===== src/rtl/act_pkg.sv =====
// Shared types and constants for the activation fetcher and its output buffer.
package act_pkg;

   typedef enum logic [1:0] {
      ST_IDLE  = 2'd0,
      ST_REQ   = 2'd1,
      ST_WAIT  = 2'd2,
      ST_DRAIN = 2'd3
   } state_t;

   localparam int TAMANO_ADDRESS = 21;
   localparam int ACT_WIDTH      = 16;

endpackage


===== src/rtl/act_fifo.sv =====
// Small power-of-two output buffer between the cache read path and the consumer.
// Head is always visible; a pop and a push in the same cycle keep occupancy.
module act_fifo #(
   parameter int ACT_WIDTH  = 16,
   parameter int FIFO_DEPTH = 4
) (
   input  logic                 clk,
   input  logic                 rst,
   input  logic                 push,
   input  logic [ACT_WIDTH-1:0] push_data,
   input  logic                 pop,
   output logic [ACT_WIDTH-1:0] head,
   output logic                 empty,
   output logic                 full
);
   import act_pkg::*;

   localparam int PW = $clog2(FIFO_DEPTH);
   localparam logic [PW:0]   FULL_COUNT = (PW+1)'(FIFO_DEPTH);
   localparam logic [PW:0]   COUNT_ONE  = (PW+1)'(1);
   localparam logic [PW-1:0] PTR_ONE    = PW'(1);

   logic [ACT_WIDTH-1:0] mem_r [FIFO_DEPTH];
   logic [PW-1:0]        wr_ptr_r;
   logic [PW-1:0]        rd_ptr_r;
   logic [PW:0]          count_r;
   logic                 do_pop_s;
   logic                 do_push_s;

   // A full buffer still accepts a push when the head leaves in the same cycle.
   assign do_pop_s  = pop && (count_r != {(PW+1){1'b0}});
   assign do_push_s = push && ((count_r != FULL_COUNT) || do_pop_s);

   assign head  = mem_r[rd_ptr_r];
   assign empty = (count_r == {(PW+1){1'b0}});
   assign full  = (count_r == FULL_COUNT);

   // Storage, pointers and occupancy.
   always_ff @(posedge clk or posedge rst) begin
      if (rst) begin
         for (int i = 0; i < FIFO_DEPTH; i++) begin
            mem_r[i] <= {ACT_WIDTH{1'b0}};
         end
         wr_ptr_r <= {PW{1'b0}};
         rd_ptr_r <= {PW{1'b0}};
         count_r  <= {(PW+1){1'b0}};
      end else begin
         if (do_push_s) begin
            mem_r[wr_ptr_r] <= push_data;
            wr_ptr_r        <= wr_ptr_r + PTR_ONE;
         end
         if (do_pop_s) begin
            rd_ptr_r <= rd_ptr_r + PTR_ONE;
         end
         case ({do_push_s, do_pop_s})
            2'b10:   count_r <= count_r + COUNT_ONE;
            2'b01:   count_r <= count_r - COUNT_ONE;
            default: count_r <= count_r;
         endcase
      end
   end

endmodule


===== src/rtl/act_fetcher.sv =====
// Fetches a strided run of activations from act_cache, one request at a time,
// and streams them to the MAC array through a small ready/valid buffer.
module act_fetcher #(
   parameter int TAMANO_ADDRESS = act_pkg::TAMANO_ADDRESS,
   parameter int FIFO_DEPTH     = 4
) (
   input  logic                          clk,
   input  logic                          rst,
   input  logic                          start,
   input  logic [TAMANO_ADDRESS-1:0]     base_addr,
   input  logic [15:0]                   cuenta,
   input  logic [7:0]                    stride,
   output logic                          busy,
   output logic                          done,
   output logic                          cache_req,
   output logic [TAMANO_ADDRESS-1:0]     cache_address,
   output logic                          cache_lectura_escritura,
   input  logic [act_pkg::ACT_WIDTH-1:0] cache_activacion,
   input  logic                          cache_valido,
   output logic [act_pkg::ACT_WIDTH-1:0] act_out,
   output logic                          act_valid,
   input  logic                          act_ready
);
   import act_pkg::*;

   state_t                    state_r, state_s;
   logic [TAMANO_ADDRESS-1:0] base_r, base_s;
   logic [15:0]               cuenta_r, cuenta_s;
   logic [15:0]               index_r, index_s;
   logic [7:0]                stride_r, stride_s;
   logic                      busy_r, busy_s;
   logic                      done_r, done_s;
   logic                      req_r, req_s;
   logic [TAMANO_ADDRESS-1:0] addr_r, addr_s;
   logic [23:0]               offset_s;
   logic                      push_s;
   logic                      empty_s;
   logic                      full_s;

   act_fifo #(
      .ACT_WIDTH  (ACT_WIDTH),
      .FIFO_DEPTH (FIFO_DEPTH)
   ) u_fifo (
      .clk       (clk),
      .rst       (rst),
      .push      (push_s),
      .push_data (cache_activacion),
      .pop       (act_ready),
      .head      (act_out),
      .empty     (empty_s),
      .full      (full_s)
   );

   assign busy                    = busy_r;
   assign done                    = done_r;
   assign cache_req               = req_r;
   assign cache_address           = addr_r;
   assign cache_lectura_escritura = 1'b1;
   assign act_valid               = !empty_s;

   // Next-state and next-register values; the address wraps at the bus width.
   always_comb begin
      offset_s = {8'd0, index_r} * {16'd0, stride_r};
      state_s  = state_r;
      base_s   = base_r;
      cuenta_s = cuenta_r;
      index_s  = index_r;
      stride_s = stride_r;
      busy_s   = busy_r;
      done_s   = 1'b0;
      req_s    = 1'b0;
      addr_s   = addr_r;
      push_s   = 1'b0;
      case (state_r)
         ST_IDLE: begin
            if (start) begin
               base_s   = base_addr;
               cuenta_s = cuenta;
               stride_s = stride;
               index_s  = 16'd0;
               busy_s   = 1'b1;
               state_s  = (cuenta == 16'd0) ? ST_DRAIN : ST_REQ;
            end else begin
               state_s = ST_IDLE;
            end
         end
         ST_REQ: begin
            if (!full_s) begin
               req_s   = 1'b1;
               addr_s  = base_r + TAMANO_ADDRESS'(offset_s);
               state_s = ST_WAIT;
            end else begin
               state_s = ST_REQ;
            end
         end
         ST_WAIT: begin
            if (cache_valido) begin
               push_s  = 1'b1;
               index_s = index_r + 16'd1;
               state_s = (index_s == cuenta_r) ? ST_DRAIN : ST_REQ;
            end else begin
               state_s = ST_WAIT;
            end
         end
         ST_DRAIN: begin
            if (empty_s) begin
               done_s  = 1'b1;
               busy_s  = 1'b0;
               state_s = ST_IDLE;
            end else begin
               state_s = ST_DRAIN;
            end
         end
         default: begin
            state_s = ST_IDLE;
            busy_s  = 1'b0;
         end
      endcase
   end

   // Run-control registers; reset discards any run in progress.
   always_ff @(posedge clk or posedge rst) begin
      if (rst) begin
         state_r  <= ST_IDLE;
         base_r   <= {TAMANO_ADDRESS{1'b0}};
         cuenta_r <= 16'd0;
         index_r  <= 16'd0;
         stride_r <= 8'd0;
         busy_r   <= 1'b0;
         done_r   <= 1'b0;
         req_r    <= 1'b0;
         addr_r   <= {TAMANO_ADDRESS{1'b0}};
      end else begin
         state_r  <= state_s;
         base_r   <= base_s;
         cuenta_r <= cuenta_s;
         index_r  <= index_s;
         stride_r <= stride_s;
         busy_r   <= busy_s;
         done_r   <= done_s;
         req_r    <= req_s;
         addr_r   <= addr_s;
      end
   end

endmodule


===== config.mk =====
export PLATFORM = sky130hd
export DESIGN_NAME = act_fetcher
export DESIGN_NICKNAME = d
export VERILOG_FILES = /design/src/rtl/act_pkg.sv /design/src/rtl/act_fifo.sv /design/src/rtl/act_fetcher.sv
export SDC_FILE = /design/constraint.sdc
export NUM_CORES = 1
export LEC_CHECK = 0
export ABC_AREA = 1
export ABC_CLOCK_PERIOD_IN_PS = 7130
export CORE_UTILIZATION = 59
export CTS_CLUSTER_DIAMETER = 30
export DETAILED_ROUTE_END_ITERATION = 8
export PLACE_DENSITY = 0.82
export SLEW_MARGIN = 10
export SYNTH_ARGS = -nofsm -noshare
export SYNTH_HDL_FRONTEND = slang
export SYNTH_SLANG_ARGS = --single-unit
export TNS_END_PERCENT = 20

===== constraint.sdc =====
create_clock -name clk -period 7.13 [get_ports clk]
set_clock_uncertainty 0.2 [all_clocks]
set_input_delay 1.0695 -clock clk [delete_from_list [all_inputs] [get_ports clk]]
set_output_delay 1.0695 -clock clk [all_outputs]
set_load 0.01 [all_outputs]

### Word-level counts from Yosys, hierarchy flattened

Cells that the tools add are included.
W data, S select, Z words.

* register bits: 158
* output and inout bits: 42
* logic and storage cells: 82

* add/subtract/negate cells: 6
* multiply operators: 1
* order comparisons: 3
* equality and inequality tests: 11
* multiplexer cells: 26
* bitwise operators: 3
* reduce and logical (&&, ||, !) cells: 16

Operators by type and width (count)
* $mux W16: 5
* $bwmux W64: 1
* $bmux W16 S2: 1
* $demux W16 S2: 1
* $pmux W16 S2: 1
* $add A21 B21 Y21: 1
* $mul A16 B8 Y21: 1
* $add A16 B1 Y16 const B: 1
* $eq A16 B16 Y1: 1
* $logic_not A16 Y1: 1
* $mux W2: 6
* $mux W1: 8
* $pmux W2 S4: 1
* $eq A2 B2 Y1 const B: 3
* $ge A3 B3 Y1 const B: 2
* $ne A2 B2 Y1 const B: 3
* $not A2 Y3: 2
* $pmux W3 S2: 1
* $reduce_and A3 Y1: 2
* $reduce_bool A2 Y1: 3
* $add A2 B1 Y2 const B: 2
* $eq A2 B1 Y1 const B: 2
* $reduce_and A2 Y1: 2
* $add A3 B1 Y3 const B: 1
* 12 further kinds: 14

### Logic depth before layout (Yosys ltp)

Gate-level depths: netlist of run 1.

* depth in word-level cells: 6
* depth in mapped cells: 24

### Cells and area by module

A second synthesis of run 1 with hierarchy kept.

* cell total of the unflattened synthesis: 1513
* area total of the unflattened synthesis: 11783.8 um2

Modules (own cells, without submodules)
* act_fetcher: times used 1, cells each 1093, area an instance 8404.3 um2, seq. area each 2177.1 um2
* act_fifo: times used 1, cells each 420, area an instance 3379.5 um2, seq. area each 1776.7 um2

### Worst setup path after synthesis of run 1

Ideal clock, no wire load.

* path type: register -> register
* start point: reg stride_r[6]
* end point: reg addr_r[19], in the netlist cache_address[19]
* setup time: 0.083 ns
* arrival: 4.258 ns
* required time: 6.847 ns
* path slack: 2.589 ns
* cell stages (with the launch flop): 19
* clock period less this slack: 4.541 ns
* cell sequence: dfrtp_1 clkbuf_1 clkbuf_1 nand2_1 fa_1 fa_1 inv_1 fa_1 inv_1 fa_1 inv_1 ha_1 inv_1 nor3_1 nand3_1 nand3_1 a21oi_1 xor2_1 o21ai_0

* cells in the longest elaborated chain, start to end: 2

Ends and longest elaborated chain
* start, declared: line act_fetcher.sv:30 `logic [7:0] stride_r, stride_s;`
* start signal, assigned: line act_fetcher.sv:138 `stride_r <= stride_s;`
* $mul A16 B8 Y21: line act_fetcher.sv:63 `offset_s = {8'd0, index_r} * {16'd0, stride_r};`
* $add A21 B21 Y21: line act_fetcher.sv:90 `addr_s = base_r + TAMANO_ADDRESS'(offset_s);`
* end signal, assigned: line act_fetcher.sv:132 `addr_r <= {TAMANO_ADDRESS{1'b0}};`
* end signal, assigned: line act_fetcher.sv:142 `addr_r <= addr_s;`
* end, declared: line act_fetcher.sv:34 `logic [TAMANO_ADDRESS-1:0] addr_r, addr_s;`

Every way passes these cells.
A chain may end at the register's enable or synchronous reset.

### Final worst setup path of run 1

* start point: reg stride_r[1]
* end point: reg addr_r[19], in the netlist cache_address[19]

The elaborated chain is that of the path after synthesis.

==> results.py, run 1 <==
metrics = {
    "synthesis": {
        "postSynth.asyncResetShare": 1.000,
        "synthDistinctLibCells": 36,
        "post_synth_mux_area_share": 0,
        "post_synth.cell_area_avg_sq_um": 7.834,
        "synth.yosys.seq_area_share": 0.3426,
        "synthesis.nets": 1681,
        "largest_family_of_logic_cells_by_synthesized_area": "adder cells",
        "synth-seq-cells": 158,
        "synth_simple_gate_area_frac": 0.1925,
        "synth_compound_area_frac": 0.09541,
        "synth_xor_xnor_area_share": 0.02255,
        "netlist_instances": 1473,
        "synth_ff_type": "sky130_fd_sc_hd__dfrtp_1",
        "synth-adder-area-share": 0.2203,
        "yosysWarnings": 0,
        "netlist_area_sq_mm": 0.01154,
        "number_of_enable_flip_flop_cells_after_synthesis": 0,
    },
    "timing": {
        "fmaxAchievable_mhz": 203.9,
        "layout_min_cycle_time_ns": 4.905,
        "final_sum_of_negative_setup_slack_ns": 0,
        "maxSlewViolCount": 0,
        "final_critical_path_setup_slack_ns": 2.225,
        "finalCritPeriodShare": 0.6879,
        "timing_worst_slew_pin_value_ns": 1.106,
        "timing_hold_violations_final": 0,
        "worst_slew_margin_rel": 0.2629,
        "setup_repair_after_global_routing_missed_its_margin": "false",
        "finalSetupViolCount": 0,
    },
    "die": {
        "die_boundary_width_microns": 141.9,
        "floorplan.initialDensity": 0.6088,
        "design.core.area_sq_mm": 0.01896,
        "chipHeight_microns": 141.9,
        "boundaryPins": 108,
        "standard_cell_row_count": 50,
        "dieArea_sq_mm": 0.02012,
    },
    "clock_tree": {
        "cts_resized": 0,
        "htreeDepth": 4,
        "post_cts_buffers": 0,
        "clockBufferDepth": 2,
        "path_clk_slew_ns": 0.08,
        "cts.root.buffer_cell": "sky130_fd_sc_hd__clkbuf_16",
        "numClockSinks": 158,
        "tritoncts.num_buffers": 17,
        "clk_latency_ns": 0.43,
        "clock_tree_from_tritoncts": "yes",
        "postCtsHoldBufs": 0,
    },
    "worst_setup_path": {
        "cp-start-kind": "register",
        "worstPathMaxFanout": 17,
        "critPathRequiredTime_ns": 7.28,
        "critical_path_class": "register to register",
        "r2r_slack_ns": 2.23,
        "cp.arrival_ns": 5.06,
        "critPathCaptureType": "register",
    },
    "place": {
        "dp_worst_setup_slack_ns": 2.309,
        "gpl.final_weighted_congestion": 0.9055,
        "dp_hpwl_microns": 19280,
        "port-buffer-count": 106,
    },
    "global_route": {
        "grt_pass1_wl_microns": 44930,
        "grtUsageTotal": 0.2849,
        "final_global_route_overflow_total": 0,
        "grt_max_degree": 84,
        "grt_antenna_before_repair": 0,
        "first_global_vias": 9452,
    },
    "power": {
        "power_per_cell_area_mw_per_mm2": 355.4,
        "vdd_drop_max_uv": 216.1,
        "leakagePower_uw": 0.007160,
    },
    "route": {
        "num_vias": 9518,
        "vias_per_cell": 5.267,
        "drc": 0,
        "drt_wl_total_microns": 26770,
        "ant_nets": 0,
        "wl_per_cell_microns": 14.81,
        "count_of_tritonroute_iterations_in_the_first_routing_pass": 5,
        "dr.first_iter.drc_count": 861,
    },
    "layout": {
        "drive_gt1_frac": 0.02973,
        "num_antenna_cells": 0,
        "nets": 1742,
        "layout-area-overhead-vs-synth_pct": 15.03,
    },
    "flow_run": {
        "max_cap_violations": 0,
    },
    "status": {
        "outcome": "finished, final reports clean",
    },
    "worst_hold_path": {
        "hold_wc_path_type": "register to register",
    },
}
## power by group
| group | switching [uW] | internal (uW) |
|---|---|---|
| Clock | 452 | 479 |
| Sequential | 377 | 1270 |
| Combinational | 1220 | 912 |
## layout by cell type, fill, tap and decap left out, drive strengths merged
cell / synthesis / final
a21o: 1 / 1
a21oi: 17 / 17
a22o: 2 / 2
a31oi: 4 / 4
and2: 1 / 1
buf: 29 / 4
clkbuf: 39 / 17
clkdlybuf4s50: 0 / 106
clkinv: 1 / 7
clkinvlp: 0 / 1
conb: 1 / 1
dfrtp: 158 / 158
fa: 102 / 102
ha: 40 / 40
inv: 308 / 316
nand2: 423 / 423
nand3: 37 / 37
nand3b: 6 / 6
nand4: 7 / 7
nor2: 77 / 77
nor3: 6 / 6
nor3b: 1 / 1
nor4: 1 / 1
o21ai: 153 / 153
o21bai: 1 / 1
o221ai: 1 / 1
o22ai: 27 / 27
o31ai: 2 / 2
xnor2: 11 / 11
xor2: 16 / 16
xor3: 1 / 1
## cells in the mapped netlist (16+ instances only)
| cell | n | area share |
|---|---|---|
| sky130_fd_sc_hd__nand3_1 | 37 | 0.016 |
| sky130_fd_sc_hd__xor2_1 | 16 | 0.012 |
| sky130_fd_sc_hd__a21oi_1 | 17 | 0.0074 |
| sky130_fd_sc_hd__o22ai_1 | 27 | 0.015 |
| sky130_fd_sc_hd__inv_1 | 305 | 0.099 |
| sky130_fd_sc_hd__fa_1 | 102 | 0.18 |
| sky130_fd_sc_hd__buf_2 | 22 | 0.0095 |
| sky130_fd_sc_hd__o21ai_0 | 137 | 0.059 |
| sky130_fd_sc_hd__clkbuf_1 | 39 | 0.013 |
| sky130_fd_sc_hd__ha_1 | 40 | 0.043 |
| sky130_fd_sc_hd__nand2_1 | 422 | 0.14 |
| sky130_fd_sc_hd__nor2_1 | 72 | 0.023 |
| sky130_fd_sc_hd__o21ai_1 | 16 | 0.0069 |
| sky130_fd_sc_hd__dfrtp_1 | 158 | 0.34 |
## flip-flops by register name, summed over array words and instances, names as in the netlist, 2 cells and up
register,count
cache_address,21
base_r,21
u_fifo.rd_ptr_r,2
u_fifo.wr_ptr_r,2
index_r,16
u_fifo.mem_r,64
u_fifo.count_r,3
stride_r,8
cuenta_r,16
state_r,2
## area by class of cell
type / instances / area (sq um)
Tap cell: 260 / 325.3
Clock buffer: 17 / 425.4
Clock inverter: 15 / 185.2
Inverter: 309 / 1165
Sequential cell: 158 / 3954
Fill cell: 1445 / 5682
Timing Repair Buffer: 110 / 1091
Multi-Input combinational cell: 938 / 6128
## worst max-delay path: stages, from the launching register on
cell and delay, ns:
sky130_fd_sc_hd__dfrtp_1 0.78, sky130_fd_sc_hd__nand2_1 0.16, sky130_fd_sc_hd__fa_1 0.54, sky130_fd_sc_hd__inv_1 0.05
sky130_fd_sc_hd__fa_1 0.48, sky130_fd_sc_hd__fa_1 0.55, sky130_fd_sc_hd__inv_1 0.08, sky130_fd_sc_hd__fa_1 0.55
sky130_fd_sc_hd__inv_1 0.05, sky130_fd_sc_hd__ha_1 0.35, sky130_fd_sc_hd__inv_1 0.07, sky130_fd_sc_hd__nor3_1 0.24
sky130_fd_sc_hd__nand3_1 0.13, sky130_fd_sc_hd__nand3_1 0.18, sky130_fd_sc_hd__a21oi_1 0.10, sky130_fd_sc_hd__xor2_1 0.14
sky130_fd_sc_hd__o21ai_0 0.15
## cell families (layout without fill, tap and decap cells)
family          after synthesis  after routing
xor+xnor                     28             28
other cells                   1              1
flops                       158            158
buf+inv                     377            451
compound gates              208            208
simple gates                559            559
fa+ha+maj                   142            142
## final timing paths
check,startpoint,to,cells after the start
setup / recovery,stride_r[1],cache_address[19],16
hold / removal,u_fifo.mem_r[37],u_fifo.mem_r[37],2
setup reg to reg,stride_r[1],cache_address[19],16
hold reg to reg,u_fifo.mem_r[37],u_fifo.mem_r[37],2
max in group asynchronous,rst,base_r[0],3
min in group asynchronous,rst,cache_address[15],2
## stage by stage
step	hold WS, ns	power (uW)	instances	util	cell area [sq um]
finish	0.2844	4718	1807	0.7003	13270
global route	0.3050	5099	1807	0.7003	13270
CTS	0.2866	4722	1807	0.7003	13270
detailed placement	0.2682	3765	1775	0.6681	12660
global placement	0.2623	3675	1775	0.6681	12660
floorplan	0.2479	2999	1473	-	11540
## per-layer routing
layer	GRT usage	vias to the layer above	part of all wire
li1	-	4561	-
met3	0.04117	55	0.068
met4	0.09111	0	0.022
met2	0.4706	389	0.48
met5	0	-	0
met1	0.3903	4513	0.43
Note: power is estimated with default switching activity, not from simulation.
==> run 2, diff against run 1 <==
Settings changed: ABC_CLOCK_PERIOD_IN_PS 7130 to 4800.
Clock period 7.13 ns to 4.8 ns, I/O delays scaled along.
==> run 2 against run 1 <==
Against the previous run:
- hold slack lost 0.0063 ns
- worst setup slack lost 2.1 ns
- sequential share of layout area shrank 0.30 points
- register-to-register slack lost 2.1 ns
- critical path depth is the same
- count of clock-buffer cells in the layout is the same
- die area is the same
- final cell count grew 1.1%
- clock power grew 51%
==> results.py, run 2 (synthesis results as in run 1) <==
metrics = {
    "power": {
        "leakagePower_uw": 0.007251,
        "comb_power_share": 0.471,
        "vdd_drop_max_uv": 306.5,
        "p_int_uw": 4029,
        "power_per_cell_area_mw_per_mm2": 530.1,
        "switchingPower_uw": 3121,
        "pwr-share-seq": 0.333,
        "switching_portion_of_total_power": 0.4366,
        "p_clk_frac": 0.196,
        "totalPowerFinal_uw": 7150,
    },
    "clock_tree": {
        "clock_tree_from_tritoncts": "yes",
        "tritoncts.num_buffers": 17,
        "path_clk_slew_ns": 0.07,
        "clk_latency_ns": 0.44,
        "htreeDepth": 4,
        "cts.root.buffer_cell": "sky130_fd_sc_hd__clkbuf_16",
        "numClockSinks": 158,
        "clockBufferDepth": 2,
    },
    "route": {
        "drc": 0,
        "ant_nets": 0,
        "num_vias": 9671,
        "drt_wl_total_microns": 28120,
        "count_of_tritonroute_iterations_in_the_first_routing_pass": 8,
        "vias_per_cell": 5.296,
        "wl_per_cell_microns": 15.40,
        "dr.first_iter.drc_count": 776,
    },
    "worst_setup_path": {
        "worst_path_largest_cell_delay_ns": 0.56,
        "critPathRequiredTime_ns": 4.92,
        "critical_path.cell_chain": "buf_4 > nand2_1 > inv_1 > fa_1 > fa_1 > fa_1 > inv_1 > fa_1 > inv_1 > ha_1 > a21oi_1 > o21ai_0 > a21o_1 > a31oi_1 > xor2_1 > o21ai_0",
        "most_prevalent_standard_cell_on_the_critical_path": "sky130_fd_sc_hd__fa_1",
        "worstPathMaxFanout": 10,
        "critPathCaptureType": "register",
        "rr_startpoint": "stride_r[4]",
        "critical_path_class": "register to register",
        "cp-start-kind": "register",
        "r2r_slack_ns": 0.08,
        "timing.critical_path.slowest_stage_cell": "sky130_fd_sc_hd__fa_1",
        "worstRegToRegCells": 16,
        "worst_r2r_dst": "cache_address[13]",
        "cp.arrival_ns": 4.84,
    },
    "place": {
        "dp_hpwl_microns": 19240,
        "port-buffer-count": 106,
        "dp_worst_setup_slack_ns": 0.02565,
        "dp_cells": 1790,
        "gpl.final_weighted_congestion": 0.9114,
    },
    "worst_hold_path": {
        "whs_endpoint": "cache_address[2]",
        "holdCritStartpoint": "cache_address[2]",
        "hold_wc_path_type": "register to register",
        "hold_depth": 2,
    },
    "global_route": {
        "grt_pass1_wl_microns": 46580,
        "first_global_vias": 9850,
        "grt_use_met2": 0.4936,
        "final_global_route_overflow_total": 0,
        "grtUsageTotal": 0.2972,
        "grt_antenna_before_repair": 0,
        "top_usage_layer": "met2",
        "groute.layer.met3.usage": 0.04927,
        "grt_max_degree": 159,
        "grt_util_met1": 0.3815,
    },
    "layout": {
        "sequential_cell_area_sq_mm": 0.003978,
        "layout-area-overhead-vs-synth_pct": 16.88,
        "nets": 1761,
        "registers.top_by_ff_count": "u_fifo.mem_r",
        "drive_gt1_frac": 0.05492,
        "num_antenna_cells": 0,
        "multi_input_area_sq_mm": 0.006155,
        "most_frequent_standard_cell_in_the_layout_excluding_fill_and_tap_cells": "sky130_fd_sc_hd__nand2_1",
        "final_cell_mix": "422 x sky130_fd_sc_hd__nand2_1, 304 x sky130_fd_sc_hd__inv_1, 143 x sky130_fd_sc_hd__dfrtp_1",
        "n_fill_cell": 1445,
        "largest_reg_flops": 64,
        "final_core_util": 0.7116,
        "stdcell_count": 1826,
    },
    "die": {
        "floorplan.initialDensity": 0.6088,
        "die_boundary_width_microns": 141.9,
        "chipHeight_microns": 141.9,
        "design.core.area_sq_mm": 0.01896,
        "dieArea_sq_mm": 0.02012,
        "boundaryPins": 108,
        "standard_cell_row_count": 50,
    },
    "timing": {
        "timing_worst_slew_pin_value_ns": 1.073,
        "finalCritPeriodShare": 0.9834,
        "finalSetupViolCount": 0,
        "worst_slew_margin_rel": 0.2827,
        "hold_slack_ns": 0.2781,
        "fmaxAchievable_mhz": 211.9,
        "maxSlewViolCount": 0,
        "setup_repair_after_global_routing_missed_its_margin": "true",
        "final_critical_path_setup_slack_ns": 0.07979,
        "timing_hold_violations_final": 0,
        "layout_min_cycle_time_ns": 4.720,
    },
    "flow_run": {
        "max_cap_violations": 0,
    },
    "status": {
        "outcome": "finished, final reports clean",
    },
}
[run 2: worst max-delay path, delay by kind of cell, from the launching register on]
family,cells,cell delay (ns)
compound gates,5,0.77
flops,1,0.50
xor+xnor,1,0.21
simple gates,1,0.06
fa+ha+maj,5,2.46
buf+inv,4,0.38
[run 2: how the worst max path moves through the flow]
stage                      startpoint                 to  slack (ns)  depth (start not counted)
after floorplan           stride_r[6]  cache_address[19]        0.26                         18
after global placement    stride_r[1]  cache_address[19]        0.11                         16
after detailed placement  stride_r[1]  cache_address[19]        0.03                         16
after CTS                  index_r[7]  cache_address[19]       0.009                         16
after global routing      stride_r[4]  cache_address[13]       -0.05                         16
final                     stride_r[4]  cache_address[13]        0.08                         16
[run 2: timing repair]
action / 4_1_cts / 5_1_grt
setup buffers: 0 / 4
setup endpoints to repair: 3 / 11
gates resized for setup: 6 / 17
hold buffers: 0 / 0
pin swaps: 0 / 2
[run 2: final cells by class]
type,count,share of cell area
Timing Repair Buffer,129,0.09239
Tap cell,260,0.02412
Inverter,309,0.08627
Sequential cell,158,0.2949
Clock buffer,17,0.03154
Multi-Input combinational cell,938,0.4563
Clock inverter,15,0.01447
[run 2: per-stage QoR]
step            TNS, ns  cell area (sq um)
2_1_floorplan         0              11540
3_3_place_gp          0              12790
6_report              0              13490
4_1_cts               0              13420
5_1_grt        -0.07988              13490
3_5_place_dp          0              12790
[run 2: power by group through the flow]
stage          sequential, uW  clock [uW]  combinational, uW
6_report                 2380        1400               3370
5_1_grt                  2460        1480               3820
4_1_cts                  2360        1410               3330
3_5_place_dp             2370           0               3260
3_3_place_gp             2340           0               3150
2_1_floorplan            2190           0               2260
[run 2: routing by layer]
layer  vias to the layer above  wire (microns)
met1                      4582           11770
met4                         0             923
met5                         -               0
met2                       408           13580
li1                       4604               -
met3                        77            1842
